`src/rtl/hazard_sb.sv`:
```
// rtl/hazard_sb.sv - scoreboard hazard unit: ID stall, operand forwarding, HI/LO busy, flushes
module hazard_sb #(
   parameter  int NREG    = 32,
   parameter  int MUL_LAT = 4,
   parameter  int DIV_LAT = 16,
   localparam int AW      = $clog2(NREG)
) (
   input  logic          clk,
   input  logic          rst_n,
   input  logic          id_valid,
   input  logic [AW-1:0] id_rs,
   input  logic [AW-1:0] id_rt,
   input  logic          id_use_rs,
   input  logic          id_use_rt,
   input  logic          id_wen,
   input  logic [AW-1:0] id_rd,
   input  logic [1:0]    id_rdy,
   input  logic          id_md_use,
   input  logic          id_md_start,
   input  logic          id_md_div,
   input  logic          exc,
   input  logic          eret,
   output logic          stall,
   output logic [1:0]    fwd_rs,
   output logic [1:0]    fwd_rt,
   output logic          flush_id,
   output logic          flush_ex,
   output logic          flush_mem,
   output logic          md_busy,
   output logic [31:0]   stall_cnt
);

   localparam int MD_MAX = (DIV_LAT > MUL_LAT) ? DIV_LAT : MUL_LAT;
   localparam int MW     = $clog2(MD_MAX + 1);

   // pos: 0 = idle, 1/2/3 = newest writer sits in EX/MEM/WB; rdy: stage that first holds its result
   logic [1:0]    pos [NREG];
   logic [1:0]    rdy [NREG];
   logic [MW-1:0] md_cnt;

   logic          live_rs, live_rt;
   logic          haz_rs, haz_rt;
   logic          id_fire;
   logic [1:0]    issue_rdy;

   always_comb begin
      live_rs = id_use_rs && (id_rs != '0) && (pos[id_rs] != 2'd0);
      live_rt = id_use_rt && (id_rt != '0) && (pos[id_rt] != 2'd0);
      haz_rs  = live_rs && (pos[id_rs] < rdy[id_rs]);
      haz_rt  = live_rt && (pos[id_rt] < rdy[id_rt]);
      fwd_rs  = (live_rs && !haz_rs) ? pos[id_rs] : 2'd0;
      fwd_rt  = (live_rt && !haz_rt) ? pos[id_rt] : 2'd0;
   end

   assign md_busy   = (md_cnt != '0);
   assign stall     = id_valid & ~exc & ~eret & (haz_rs | haz_rt | (id_md_use & md_busy));
   assign id_fire   = id_valid & ~stall & ~exc & ~eret;
   assign issue_rdy = (id_rdy == 2'd0) ? 2'd1 : id_rdy;

   assign flush_id  = exc | eret;
   assign flush_ex  = exc;
   assign flush_mem = exc;

   // Register 0 is never written here, so its entry stays at its reset value of 0.
   always_ff @(posedge clk or negedge rst_n) begin
      if (!rst_n) begin
         for (int r = 0; r < NREG; r++) begin
            pos[r] <= 2'd0;
            rdy[r] <= 2'd0;
         end
      end else begin
         for (int r = 1; r < NREG; r++) begin
            if (id_fire && id_wen && (id_rd == AW'(r))) begin
               pos[r] <= 2'd1;
               rdy[r] <= issue_rdy;
            end else if (exc && ((pos[r] == 2'd1) || (pos[r] == 2'd2))) begin
               pos[r] <= 2'd0;
            end else if (pos[r] == 2'd3) begin
               pos[r] <= 2'd0;
            end else if (pos[r] != 2'd0) begin
               pos[r] <= pos[r] + 2'd1;
            end
         end
      end
   end

   // An issued multiply/divide runs to completion even across an exception.
   always_ff @(posedge clk or negedge rst_n) begin
      if (!rst_n) begin
         md_cnt <= '0;
      end else if (id_fire && id_md_start) begin
         md_cnt <= id_md_div ? MW'(DIV_LAT) : MW'(MUL_LAT);
      end else if (md_busy) begin
         md_cnt <= md_cnt - 1'b1;
      end
   end

   always_ff @(posedge clk or negedge rst_n) begin
      if (!rst_n) begin
         stall_cnt <= 32'd0;
      end else if (stall && (stall_cnt != 32'hFFFF_FFFF)) begin
         stall_cnt <= stall_cnt + 32'd1;
      end
   end

endmodule

```
`config.mk`:
```
export PLATFORM = sky130hd
export DESIGN_NAME = hazard_sb
export DESIGN_NICKNAME = d
export VERILOG_FILES = /design/src/rtl/hazard_sb.sv
export SDC_FILE = /design/constraint.sdc
export NUM_CORES = 1
export LEC_CHECK = 0
export ABC_AREA = 1
export ABC_CLOCK_PERIOD_IN_PS = 5200
export CAP_MARGIN = 20
export CORE_AREA = 2 2 159 161
export DETAILED_ROUTE_END_ITERATION = 16
export DIE_AREA = 0 0 161 163
export MAX_ROUTING_LAYER = met4
export PLACE_DENSITY_LB_ADDON = 0.08
export SLEW_MARGIN = 20
export SYNTH_ARGS = -nofsm -noshare
export SYNTH_HDL_FRONTEND = slang
export SYNTH_SLANG_ARGS = --single-unit
```
`constraint.sdc`:
```
create_clock -name clk -period 5.2 [get_ports clk]
set_clock_uncertainty 0.15 [all_clocks]
set_input_delay 1.3 -clock clk [delete_from_list [all_inputs] [get_ports clk]]
set_output_delay 1.3 -clock clk [all_outputs]
set_load 0.01 [all_outputs]
```
# Word level (Yosys, flattened, before mapping)
# Cells that the tools add are included.
[totals] register_bits=161 in_bits=28 out_inout_bits=41 wordCells=558
[classes] add_sub_neg=33 order_cmp=4 eq_ne=125 n_mux=142 bitwise_logic=15 reduce_logical=175
[ops] cell="$mux W2" count=135
[ops] cell="$eq A2 B2 Y1 const B" count=62
[ops] cell="$reduce_bool A4 Y1" count=31
[ops] cell="$eq A5 B5 Y1 const B" count=16
[ops] cell="$logic_and A1 B1 Y1" count=73
[ops] cell="$reduce_bool A2 Y1" count=34
[ops] cell="$add A2 B1 Y2 const B" count=31
[ops] cell="$eq A2 B1 Y1 const B" count=31
[ops] cell="$bmux W2 S5" count=4
[ops] cell="$eq A5 B4 Y1 const B" count=8
[ops] cell="$add A32 B1 Y32 const B" count=1
[ops] cell="$ne A32 B32 Y1 const B" count=1
[ops] cell="$logic_or A1 B1 Y1" count=31
[ops] cell="$eq A5 B3 Y1 const B" count=4
[ops] cell="$mux W5" count=3
[ops] cell="$reduce_bool A5 Y1" count=3
[ops] cell="$ge A6 B6 Y1 const B" count=2
[ops] cell="$not A5 Y6" count=2
[ops] cell="$eq A5 B2 Y1 const B" count=2
[ops] cell="$and A1 B1 Y1" count=7
[ops] cell="$eq A5 B1 Y1 const B" count=1
[ops] cell="$sub A5 B1 Y5 const B" count=1
[ops] cell="$lt A2 B2 Y1" count=2
[ops] cell="$not A1 Y1" count=3
[ops] cell="3 further kinds" count=6

# Longest topological paths before layout
[depth] ltp_word=17 ltp_mapped=24 mapped_depth_nobuf=21

# Worst setup path before layout
# Ideal clock, no wire load.
[synth_path] path_type="input-to-output" startpoint="in id_rt[0]" endpoint="out stall" arrival_ps=3371 t_required_ps=3750 path_slack_ps=379 cell_stages=15 n_path_buf=4 path_cell_list="buf_4 -> inv_2 -> buf_6 -> buf_2 -> clkbuf_1 -> o21ai_0 -> o211ai_1 -> o211ai_1 -> a32o_1 -> ha_1 -> nand2_1 -> nand2_1 -> nor2_4 -> o21ai_1 -> inv_2"
[synth_via] elab_chain_len=10 word_cells_on_any_way=16 classes_between="order compare: 1; mux: 6; bitwise: 4; reduce/logical: 5"
[synth_lines] element="start: declaration" line="12" source="input logic [AW-1:0] id_rt,"
[synth_lines] element="parallel branches: the longest is 6 deep, another holds $lt A2 B2 Y1"
[synth_lines] element="$logic_and A1 B1 Y1 (*)" line="50" source="haz_rt = live_rt && (pos[id_rt] < rdy[id_rt]);"
[synth_lines] element="$or A1 B1 Y1 (*) (2 in a row)" line="56" source="assign stall = id_valid & ~exc & ~eret & (haz_rs | haz_rt | (id_md_use & md_busy));"
[synth_lines] element="$and A1 B1 Y1 (*)" line="56"
[synth_lines] element="end: declaration" line="23" source="output logic stall,"
# Every way passes the cells marked *. The select of a mux whose other input is x is not followed.

# Final worst setup path
[layout_path] startpoint="in id_rt[2]" endpoint="out fwd_rt[1]"
[layout_via] elab_chain_len=10 word_cells_on_any_way=16 classes_between="order compare: 1; mux: 7; bitwise: 1; reduce/logical: 7"
[layout_lines] element="parallel branches: the longest is 9 deep, another holds $lt A2 B2 Y1"
[layout_lines] element="$mux W2 (*)" line="52" source="fwd_rt = (live_rt && !haz_rt) ? pos[id_rt] : 2'd0;"
[layout_lines] element="end: declaration" line="25" source="output logic [1:0] fwd_rt,"
# Marks and branches as above.

==> flow_metrics.env <==
export IMPL_status="finished, final reports clean"
export IMPL_grt_pass1_vias=11200
export IMPL_cellPowerDensity_nw_per_um2=419
export IMPL_cts_tree="done"
export IMPL_r2r_start="rdy[3]$_DFFE_PN0P_"
export IMPL_final_common_cell="nand2_1"
export IMPL_path_clk_slew_ns=0.08
export IMPL_drt_vias_per_instance=5.39
export IMPL_synth_top_area_cell="dfrtp_1"
export IMPL_cpPeakStageDelay_ns=0.46
export IMPL_n_fill_cell=2437
export IMPL_critPathLaunchType="input pin"
export IMPL_cp_endpoint="fwd_rt[1]"
export IMPL_synth_avg_cell_area_um2=7.01
export IMPL_grt_util_met3=0.0346
export IMPL_syn_inst=1735
export IMPL_die_area_um2=26200
export IMPL_use_met2=0.483
export IMPL_layout_nets=1938
export IMPL_ys_top_cells_by_area="dfrtp_1, nand2_1, ha_1, nand4_4, nand3_1"
export IMPL_fp_dieW_um=161
export IMPL_worst_ep_required_time_ns=3.75
export IMPL_htree_levels=4
export IMPL_post_route_util=0.579
export IMPL_numCtsBuffers=17
export IMPL_start_util=0.493
export IMPL_ant_nets=0
export IMPL_ys_seq_elements=161
export IMPL_worst_pin_slew_ns=0.864
export IMPL_synth_flop_cell="dfrtp_1"
export IMPL_setup_violations_final=0
export IMPL_clkLatencyLatePin_ns=0.44
export IMPL_grt_busiest_layer="met2"
export IMPL_r2r_slack_ns=1.79
export IMPL_instances_no_fill=2185
export IMPL_grt_antenna_before_repair=0
export IMPL_drt_wirelength_per_cell_um=16.9
export IMPL_max_cap_violations=0
export IMPL_row_count=58
export IMPL_p_leak_nw=7.12
export IMPL_synth_top_area_frac=0.331
export IMPL_cp_end_kind="output pin"
export IMPL_grt_max_degree=89
export IMPL_clockBufferDepth=2
export IMPL_grt_overflow_total=0
export IMPL_cts_sink_count=161
export IMPL_crit_fanout=6
export IMPL_core_um2=24700
export IMPL_path_buf_inv=6
export IMPL_syn_nets=1829
export IMPL_ioPinCount=69
export IMPL_clock_tree_root_cell="clkbuf_16"
export IMPL_hold_buffers=0
export IMPL_hold_viol=0
export IMPL_synth_cell_types=42
export IMPL_insertedDiodeCount=0
export IMPL_rsz0062_at_grt="no"
export IMPL_async_reset_ff_frac=1.00
export IMPL_slew_viol_final=0
export IMPL_fin_setup_tns_ns=0
export IMPL_slowest_stage="clkdlybuf4s50_1"
export IMPL_dp_hpwl_mm=27.6
export IMPL_min_period_ns=5.06
export IMPL_drt_pass1_iter_count=5
export IMPL_worstSetupStartpoint="id_rt[2]"
export IMPL_crit_chain="clkdlybuf4s50_1, inv_2, buf_4, o211ai_1, nand2_1, nand3_1, nand2_1, inv_1, ha_1, nand2_1, nand2_1, buf_4, nand3_1, nor2_1, dlygate4sd2_1"
export IMPL_cp_num_cells=15
export IMPL_fin_crit_sh=0.974
export IMPL_critPathKind="input pin to output pin"
export IMPL_synth_seq_area_share=0.331
export IMPL_area_delta_synth_final_pct=17.5
export IMPL_hp_class="flip-flop to flip-flop"
export IMPL_most_common_layout_cells="nand2_1, dfrtp_1, nor2_1"
export IMPL_vias=11800
export IMPL_place_congestion=0.947
export IMPL_hold_depth=1
export IMPL_crit_family="buffers and inverters"
export IMPL_r2r_end="rdy[3]$_DFFE_PN0P_"
export IMPL_rr_worst_depth=16
export IMPL_fmax_mhz=198
export IMPL_vdd_drop_max_v=0.000235
export IMPL_io_buffer_count=68
export IMPL_die_h_um=163
export IMPL_drive_gt1_frac=0.101
export IMPL_drt_iter0_markers=916
export IMPL_crit_top_cell="nand2_1"
export IMPL_critical_path_arrival_ns=3.61
export IMPL_synth_edf_count=0
export IMPL_met1_usage=0.404
export IMPL_yosysWarnings=4
export IMPL_drc=0
export IMPL_placedCellCount=2154
export IMPL_syn_area_um2=12200
export IMPL_max_slew_margin=0.424
export IMPL_track_usage=0.298
export IMPL_routed_wl_mm=36.9
export IMPL_grt_pass1_wl_mm=59.8
## metrics by stage
| step | hold WS [ns] | power, mW | instance area (um2) | setup slack [ns] |
|---|---|---|---|---|
| final | 0.338 | 5.98 | 14300 | 0.138 |
| after global routing | 0.363 | 6.53 | 14300 | 0.000630 |
| after CTS | 0.337 | 5.99 | 14300 | -0.0284 |
| after detailed placement | 0.325 | 4.58 | 13600 | -0.454 |
| after global placement | 0.320 | 4.49 | 13600 | -0.379 |
| after floorplan | 0.294 | 3.86 | 12200 | 0.379 |
## cell type report
type / count / area [um2] / share of cell area
timing repair buffer: 162 / 1510 / 0.105
clock inverter: 11 / 179 / 0.0125
clock buffer: 19 / 443 / 0.0310
multi-input combinational: 1362 / 7190 / 0.503
tap: 330 / 413 / 0.0289
sequential: 161 / 4030 / 0.282
inverter: 140 / 531 / 0.0371
## logic make-up after synthesis
kind of cell | count (synthesis) | synth area share
compound gates | 231 | 0.103
xor+xnor | 31 | 0.0223
simple gates | 1034 | 0.394
fa+ha+maj | 66 | 0.0679
flops | 161 | 0.331
buf+inv | 212 | 0.0815
## power breakdown
part	internal (mW)	switching (mW)	total (mW)	leakage, nW
registers	1.58	0.407	1.99	2.12
clock network	0.819	0.573	1.39	0.297
logic	1.05	1.55	2.60	4.71
## worst register-to-register path: stages (launching register included)
cell and delay, ns:
dfrtp_1 0.41, o21ai_0 0.15, a21oi_1 0.07, a21oi_1 0.13, o21ai_0 0.10, o211a_1 0.23
o41ai_2 0.34, ha_1 0.20, nand2_2 0.07, nand3_4 0.11, nand2_4 0.05, buf_4 0.15
nor2_8 0.27, buf_12 0.26, nand4_2 0.34, nand2_1 0.16, o21ai_0 0.09
## registers in the layout, summed over array words and instances, names as in the netlist
signal and count:
stall_cnt 32, rdy 62, md_cnt 5, pos 62
## layer usage
metal | share of wire | wire, um
met1 | 0.47 | 17400
met2 | 0.47 | 17300
met3 | 0.045 | 1670
met4 | 0.015 | 566
met5 | 0 | 0
## cells in the mapped netlist, types with 5 or more instances
| library cell | count |
|---|---|
| nand2_1 | 649 |
| dfrtp_1 | 161 |
| nor2_1 | 145 |
| inv_1 | 134 |
| nand3_1 | 126 |
| o21ai_0 | 77 |
| o21ai_1 | 76 |
| ha_1 | 66 |
| a21oi_1 | 41 |
| nand4_1 | 39 |
| buf_2 | 31 |
| nand4_4 | 30 |
| nor3_1 | 28 |
| clkbuf_1 | 20 |
| o211ai_1 | 20 |
| xor2_1 | 19 |
| xnor2_1 | 12 |
| buf_6 | 10 |
| buf_4 | 8 |
| inv_2 | 5 |
| nor4_1 | 5 |
## repair_timing
item / 4_1_cts / 5_1_grt
buffers inserted: 1 / 0
pin swaps: 2 / 7
endpoints found under the setup margin: 5 / 4
gates resized for setup: 14 / 17
## worst min-delay path by stage
stage,from,endpoint,slack (ns)
after global routing,rdy[27]$_DFFE_PN0P_,rdy[27]$_DFFE_PN0P_,0.36
after global placement,rdy[2]$_DFFE_PN0P_,rdy[2]$_DFFE_PN0P_,0.32
after floorplan,md_cnt[3]$_DFFE_PN0P_,md_cnt[3]$_DFFE_PN0P_,0.29
after detailed placement,md_cnt[3]$_DFFE_PN0P_,md_cnt[3]$_DFFE_PN0P_,0.33
after CTS,md_cnt[3]$_DFFE_PN0P_,md_cnt[3]$_DFFE_PN0P_,0.34
final,md_cnt[3]$_DFFE_PN0P_,md_cnt[3]$_DFFE_PN0P_,0.34
Note: power is estimated with default switching activity, not from simulation.
